<file path="config.mk">
export PLATFORM = sky130hd
export DESIGN_NAME = mem_access_unit
export DESIGN_NICKNAME = d
export VERILOG_FILES = /design/src/rtl/mem_pkg.sv /design/src/rtl/mem_lane_fmt.sv /design/src/rtl/mem_access_unit.sv
export SDC_FILE = /design/constraint.sdc
export NUM_CORES = 1
export LEC_CHECK = 0
export BUFFER_PORTS_ARGS = -buffer_cell sky130_fd_sc_hd__buf_4
export CORE_ASPECT_RATIO = 1.1
export CORE_MARGIN = 4
export CORE_UTILIZATION = 50
export DETAILED_ROUTE_END_ITERATION = 8
export PLACE_DENSITY = 0.83
export SETUP_SLACK_MARGIN = 0.5
export SLEW_MARGIN = 10
export SYNTH_ARGS = -nofsm -noshare
export SYNTH_HDL_FRONTEND = slang
export SYNTH_HIERARCHICAL = 1
export SYNTH_SLANG_ARGS = --single-unit
</file>
<file path="constraint.sdc">
create_clock -name clk -period 5.8 [get_ports clk]
set_input_delay 0.87 -clock clk [delete_from_list [all_inputs] [get_ports clk]]
set_output_delay 0.87 -clock clk [all_outputs]
set_load 0.02 [all_outputs]
</file>
<file path="src/rtl/mem_pkg.sv">
// Shared encodings for the MEM-stage data access path.
// Op codes, access-engine states, alignment exception codes and op-class helpers.
// Used by mem_access_unit and mem_lane_fmt (and the IF-side fetch unit).
package mem_pkg;

  typedef enum logic [2:0] {
    OP_LB  = 3'd0,
    OP_LBU = 3'd1,
    OP_LH  = 3'd2,
    OP_LHU = 3'd3,
    OP_LW  = 3'd4,
    OP_SB  = 3'd5,
    OP_SH  = 3'd6,
    OP_SW  = 3'd7
  } mem_op_e;

  typedef enum logic [1:0] {
    ST_IDLE = 2'd0,
    ST_REQ  = 2'd1,
    ST_WAIT = 2'd2,
    ST_DONE = 2'd3
  } mem_state_e;

  localparam logic [4:0] EXC_ADEL = 5'd4;
  localparam logic [4:0] EXC_ADES = 5'd5;

  function automatic logic op_is_load(input logic [2:0] op);
    return (op <= 3'd4);
  endfunction

  function automatic logic op_is_store(input logic [2:0] op);
    return (op >= 3'd5);
  endfunction

endpackage

</file>
<file path="src/rtl/mem_lane_fmt.sv">
// Byte-lane formatter: load extract/extend, store byte-enables/replication, alignment check.
// Latency: purely combinational. Backpressure: none (no state).
// Ports: op_i/addr_lo_i select the access; raw_i is the bus read word, wdata_i the store
// source; load_o, wdata_o, be_o, misaligned_o are the formatted results.
module mem_lane_fmt
  import mem_pkg::*;
(
  input  logic [2:0]  op_i,
  input  logic [1:0]  addr_lo_i,
  input  logic [31:0] raw_i,
  input  logic [31:0] wdata_i,
  output logic [31:0] load_o,
  output logic [31:0] wdata_o,
  output logic [3:0]  be_o,
  output logic        misaligned_o
);

  logic [7:0]  byte_sel;
  logic [15:0] half_sel;

  always_comb begin
    byte_sel     = raw_i[{addr_lo_i, 3'b000} +: 8];
    half_sel     = addr_lo_i[1] ? raw_i[31:16] : raw_i[15:0];
    load_o       = raw_i;
    wdata_o      = wdata_i;
    be_o         = 4'b0000;
    misaligned_o = 1'b0;
    case (op_i)
      OP_LB:  load_o = {{24{byte_sel[7]}}, byte_sel};
      OP_LBU: load_o = {24'h000000, byte_sel};
      OP_LH: begin
        load_o       = {{16{half_sel[15]}}, half_sel};
        misaligned_o = addr_lo_i[0];
      end
      OP_LHU: begin
        load_o       = {16'h0000, half_sel};
        misaligned_o = addr_lo_i[0];
      end
      OP_LW:  misaligned_o = |addr_lo_i;
      OP_SB: begin
        be_o    = 4'b0001 << addr_lo_i;
        wdata_o = {4{wdata_i[7:0]}};
      end
      OP_SH: begin
        be_o         = addr_lo_i[1] ? 4'b1100 : 4'b0011;
        wdata_o      = {2{wdata_i[15:0]}};
        misaligned_o = addr_lo_i[0];
      end
      OP_SW: begin
        be_o         = 4'b1111;
        misaligned_o = |addr_lo_i;
      end
      default: load_o = raw_i;
    endcase
  end

endmodule

</file>
<file path="src/rtl/mem_access_unit.sv">
// MEM-stage data access engine: issues the EX/MEM load/store on a valid/ready bus, waits for the response.
// Latency: 3 cycles minimum (IDLE->REQ->WAIT->DONE); stall requested from issue until DONE.
// Backpressure: request fields held stable while req_ready_i is low; DONE holds while pipe_stall_i.
// Ports: pipeline side (op_valid_i/op_i/addr_i/wdata_i/except_pending_i/pipe_stall_i/pipe_flush_i in;
// mem_stall_o/mem_is_*_o/rdata_o/adel_o/ades_o/badvaddr_o/bus_err_o out); bus side req_* / rsp_*.
module mem_access_unit
  import mem_pkg::*;
#(
  parameter int unsigned TIMEOUT_CYCLES = 255
) (
  input  logic        clk,
  input  logic        reset,
  input  logic        op_valid_i,
  input  logic [2:0]  op_i,
  input  logic [31:0] addr_i,
  input  logic [31:0] wdata_i,
  input  logic        except_pending_i,
  input  logic        pipe_stall_i,
  input  logic        pipe_flush_i,
  output logic        mem_stall_o,
  output logic        mem_is_load_o,
  output logic        mem_is_store_o,
  output logic [31:0] rdata_o,
  output logic        adel_o,
  output logic        ades_o,
  output logic [31:0] badvaddr_o,
  output logic        bus_err_o,
  output logic        req_o,
  output logic        req_we_o,
  output logic [31:0] req_addr_o,
  output logic [31:0] req_wdata_o,
  output logic [3:0]  req_be_o,
  input  logic        req_ready_i,
  input  logic        rsp_valid_i,
  input  logic [31:0] rsp_rdata_i
);

  // Expiry is detected on the last WAIT cycle, so the counter would read TIMEOUT_CYCLES
  // on the same edge that enters DONE with the error pulse.
  localparam logic [15:0] TO_LAST = 16'(TIMEOUT_CYCLES - 1);
  localparam bit          TO_EN   = (TIMEOUT_CYCLES != 0);

  mem_state_e  state_q, state_d;
  logic [2:0]  op_q, op_d;
  logic [1:0]  lane_q, lane_d;
  logic        req_we_q, req_we_d;
  logic [31:0] req_addr_q, req_addr_d;
  logic [31:0] req_wdata_q, req_wdata_d;
  logic [3:0]  req_be_q, req_be_d;
  logic [15:0] cnt_q, cnt_d;
  logic [31:0] rdata_q, rdata_d;
  logic        bus_err_q, bus_err_d;

  logic        in_idle, go;
  logic [2:0]  fmt_op;
  logic [1:0]  fmt_lane;
  logic [31:0] fmt_load, fmt_wdata;
  logic [3:0]  fmt_be;
  logic        fmt_misaligned;

  // One formatter serves both phases: in IDLE it looks at the incoming op (store lanes,
  // alignment); afterwards it looks at the captured op to shape the returning load word.
  assign in_idle  = (state_q == ST_IDLE);
  assign fmt_op   = in_idle ? op_i : op_q;
  assign fmt_lane = in_idle ? addr_i[1:0] : lane_q;

  mem_lane_fmt u_fmt (
    .op_i         (fmt_op),
    .addr_lo_i    (fmt_lane),
    .raw_i        (rsp_rdata_i),
    .wdata_i      (wdata_i),
    .load_o       (fmt_load),
    .wdata_o      (fmt_wdata),
    .be_o         (fmt_be),
    .misaligned_o (fmt_misaligned)
  );

  assign go = op_valid_i & ~except_pending_i & ~fmt_misaligned & ~pipe_flush_i;

  assign mem_is_load_o  = op_valid_i & op_is_load(op_i);
  assign mem_is_store_o = op_valid_i & op_is_store(op_i);
  assign adel_o = in_idle & op_valid_i & ~except_pending_i & fmt_misaligned & op_is_load(op_i);
  assign ades_o = in_idle & op_valid_i & ~except_pending_i & fmt_misaligned & op_is_store(op_i);
  assign badvaddr_o = (adel_o | ades_o) ? addr_i : 32'h0;

  assign req_o       = (state_q == ST_REQ);
  assign req_we_o    = req_we_q;
  assign req_addr_o  = req_addr_q;
  assign req_wdata_o = req_wdata_q;
  assign req_be_o    = req_be_q;
  assign rdata_o     = rdata_q;
  assign bus_err_o   = bus_err_q;

  always_comb begin
    state_d     = state_q;
    op_d        = op_q;
    lane_d      = lane_q;
    req_we_d    = req_we_q;
    req_addr_d  = req_addr_q;
    req_wdata_d = req_wdata_q;
    req_be_d    = req_be_q;
    cnt_d       = cnt_q;
    rdata_d     = rdata_q;
    bus_err_d   = 1'b0;
    mem_stall_o = 1'b0;
    case (state_q)
      ST_IDLE: begin
        if (go) begin
          mem_stall_o = 1'b1;
          state_d     = ST_REQ;
          op_d        = op_i;
          lane_d      = addr_i[1:0];
          req_we_d    = op_is_store(op_i);
          req_addr_d  = {addr_i[31:2], 2'b00};
          req_wdata_d = fmt_wdata;
          req_be_d    = fmt_be;
        end
      end
      ST_REQ: begin
        mem_stall_o = 1'b1;
        if (req_ready_i) begin
          state_d = ST_WAIT;
          cnt_d   = 16'h0000;
        end
      end
      ST_WAIT: begin
        mem_stall_o = 1'b1;
        cnt_d       = cnt_q + 16'h0001;
        // A response on the expiry cycle still wins over the watchdog.
        if (rsp_valid_i) begin
          rdata_d = fmt_load;
          state_d = ST_DONE;
        end else if (TO_EN && (cnt_q == TO_LAST)) begin
          bus_err_d = 1'b1;
          rdata_d   = 32'h0;
          state_d   = ST_DONE;
        end
      end
      ST_DONE: begin
        if (~pipe_stall_i | pipe_flush_i) state_d = ST_IDLE;
      end
      default: state_d = ST_IDLE;
    endcase
  end

  always_ff @(posedge clk or posedge reset) begin
    if (reset) begin
      state_q     <= ST_IDLE;
      op_q        <= 3'd0;
      lane_q      <= 2'd0;
      req_we_q    <= 1'b0;
      req_addr_q  <= 32'h0;
      req_wdata_q <= 32'h0;
      req_be_q    <= 4'h0;
      cnt_q       <= 16'h0;
      rdata_q     <= 32'h0;
      bus_err_q   <= 1'b0;
    end else begin
      state_q     <= state_d;
      op_q        <= op_d;
      lane_q      <= lane_d;
      req_we_q    <= req_we_d;
      req_addr_q  <= req_addr_d;
      req_wdata_q <= req_wdata_d;
      req_be_q    <= req_be_d;
      cnt_q       <= cnt_d;
      rdata_q     <= rdata_d;
      bus_err_q   <= bus_err_d;
    end
  end

endmodule

</file>
==> flow_summary_export.csv <==
group,metric,value,unit
place,port_buffers,244,
logic_synthesis,synthCells,552,
cells_and_area,postLayoutCoreUtil,71.4,%
worst_setup_path,crit_required,4.93,ns
worst_setup_path,cp.arrival,4.04,ns
logic_synthesis,synth_common_cells,"dfrtp_1, mux2_2, and2_1",
place,placed_cell_area,8160,sq um
logic_synthesis,yosys.area.top_type_share,48.4,%
worst_setup_path,endpoint_kind,"output pin",
cells_and_area,antenna_cells,0,
worst_setup_path,crit_fanout,46,
global_routing,grt_max_degree,76,
global_routing,grt_pass1_wl,29500,um
clock_network,htreeDepth,4,
timing,worst_pin_slew,1.14,ns
detailed_routing,dr_wl_met3,1550,um
timing,fin_crit_sh,84.7,%
worst_setup_path,startpoint_type,"flop",
timing,finalClockSkew,0.00537,ns
place,gp_congestion,0.851,
power_and_ir_drop,ir_drop,0.384,mV
detailed_routing,wl,18500,um
run_status,status,"complete, no violations",
detailed_routing,wl_per_cell,19.7,um
cells_and_area,design_area,8740,sq um
logic_synthesis,synth_seq_cells,123,
place,dp_cells,906,
global_routing,grt_pass1_vias,5667,
worst_setup_path,crit_type,"flop to output pin",
timing,fin_crit,4.91,ns
clock_network,clk_pin_slew,0.05,ns
clock_network,postCtsHoldBufs,0,
logic_synthesis,synth_largest_area_cell,"dfrtp_1",
clock_network,clk_path_buf_depth,2,
floorplanning,boundaryPins,247,
detailed_routing,drtIter0Drc,627,
logic_synthesis,synth.area.top_cells,"dfrtp_1, mux2_2, a22o_1",
logic_synthesis,mappedNetlistArea,6360,sq um
floorplanning,rows,42,
clock_network,ctsResizeCount,0,
run,drv_cap,0,
logic_synthesis,synth-edff-count,0,
timing,grt_setup_unrepaired,"false",
cells_and_area,nets,885,
logic_synthesis,synth_cell_types,58,
logic_synthesis,yosysSeqAreaShare,48.4,%
clock_network,cts_setup_buffers,0,
detailed_routing,vias,5374,
cells_and_area,final_cells,938,
logic_synthesis,yosys_warnings,6,
cells_and_area,drive_gt1_share,49.4,%
floorplanning,die_w,116,um
detailed_routing,top_layer,"met4",
clock_network,numCtsBuffers,17,
logic_synthesis,synth_ff_type,"dfrtp_1",
timing,max_slew_margin,23.8,%
hold_path,min_path_type,"flop to flop",
global_routing,antenna_found_initial,0,
logic_synthesis,postSynthAreaPerCell,11.5,sq um
cells_and_area,fill_cells,866,
global_routing,grt_overflow,0,
detailed_routing,dr.pass1.iters,5,
timing,slew_violations,0,
power_and_ir_drop,power_density,586,nW/um^2
detailed_routing,ant_nets,0,
detailed_routing,met2_length,9660,um
logic_synthesis,async_flop_share,100,%
detailed_routing,wl_met1,6970,um
timing,hold_slack,0.502,ns
floorplanning,die-height,126,um
place,hpwlAfterDp,13500,um
power_and_ir_drop,leakagePower,0.00438,uW
clock_network,clockRootBuffer,"clkbuf_16",
floorplanning,initial_core_util,51.9,%
clock_network,clock_latency,0.41,ns
timing,final-setup-viol-count,0,
clock_network,clock-sinks,123,
timing,tns,0,ns
logic_synthesis,synth_most_common_cell,"dfrtp_1",
detailed_routing,drc,0,
detailed_routing,viasPerCell,5.73,
global_routing,grt_usage,25.8,%
floorplanning,coreArea,12200,sq um
timing,hold_viol_final,0,
cells_and_area,syn2layout_area_growth,37.5,%
floorplanning,die-area,14600,sq um
timing,max_freq,0.204,GHz
clock_network,cts_tree,"done",
==> placed cells by master (no fill, tap or decap), drive strengths merged, types with 3 or more instances in the layout <==
cell type,instances
o21ai,19
nor4,3
o31ai,4
nand2,25
clkbuf,26
a22o,32
nand3,9
nor3,4
nor2,21
dfrtp,123
xor2,5
nand4,6
a211o,16
nand2b,3
o22ai,8
or4,4
mux2,101
ha,7
a22oi,7
xnor2,3
a21oi,22
inv,11
a221o,6
and2,35
buf,247
nor2b,4
==> where the power goes <==
group	leakage [uW]	internal, uW	switching, uW	total [uW]
clock network	0.000281	676	369	1050
registers	0.00155	1230	235	1460
logic	0.00254	1170	1440	2610
==> cell type report <==
| cell class | instances | area [sq um] | area share, % |
|---|---|---|---|
| clock buffer | 26 | 499 | 5.71 |
| clock inverter | 6 | 85.1 | 0.973 |
| inverter | 11 | 43.8 | 0.501 |
| multi-input combinational | 371 | 2990 | 34.2 |
| sequential | 123 | 3080 | 35.2 |
| tap | 154 | 193 | 2.20 |
| timing repair buffer | 247 | 1850 | 21.2 |
==> cell families (layout without fill, tap and decap cells) <==
logic type | count (synthesis) | in the layout | synth area share (%)
other cells | 1 | 2 | 0.0590
buf+inv | 59 | 290 | 4.80
xor+xnor | 8 | 8 | 1.10
simple gates | 125 | 125 | 11.0
compound gates | 125 | 125 | 14.6
flops | 123 | 123 | 48.4
mux | 104 | 104 | 18.6
fa+ha+maj | 7 | 7 | 1.38
==> final timing paths <==
check                       startpoint              end  slack (ns)  cells after the start
hold reg to reg            rdata_o[21]      rdata_o[21]        0.50                      1
setup reg to reg            state_q[0]   req_addr_o[26]        1.54                      9
max in group asynchronous        reset  req_wdata_o[21]        3.94                      3
min in group asynchronous        reset    req_addr_o[5]        0.67                      2
setup / recovery            state_q[0]   badvaddr_o[27]        0.89                     10
hold / removal             rdata_o[21]      rdata_o[21]        0.50                      1
==> per-stage QoR <==
| step | total power, uW | setup slack [ns] |
|---|---|---|
| 6_report | 5120 | 0.886 |
| 5_1_grt | 5400 | 0.581 |
| 4_1_cts | 5140 | 0.908 |
| 3_5_place_dp | 4060 | 1.39 |
| 3_3_place_gp | 3960 | 1.61 |
| 2_1_floorplan | 3140 | 1.66 |
==> critical path, stage by stage, from the launching register on <==
cell and delay [ns]:
dfrtp_1 0.43, inv_1 0.12, ha_1 0.43, mux2_2 0.83, inv_1 0.41, o32ai_1 0.47
nand2_1 0.14, nor3_2 0.12, buf_4 0.28, and2_1 0.21, buf_4 0.15
==> registers in the layout (all words and copies together), names as in the netlist <==
register / cells
cnt_q: 16
req_be_o: 4
rdata_o: 32
req_addr_o: 30
req_we_o: 1
op_q: 3
bus_err_o: 1
lane_q: 2
state_q: 2
req_wdata_o: 32
==> layer usage <==
layer,GRT usage [%],vias up
li1,-,2442
met1,30.8,2655
met2,44.6,252
met3,7.58,25
met4,7.87,0
met5,0,-
No activity file was read; power rests on OpenSTA's default activity.
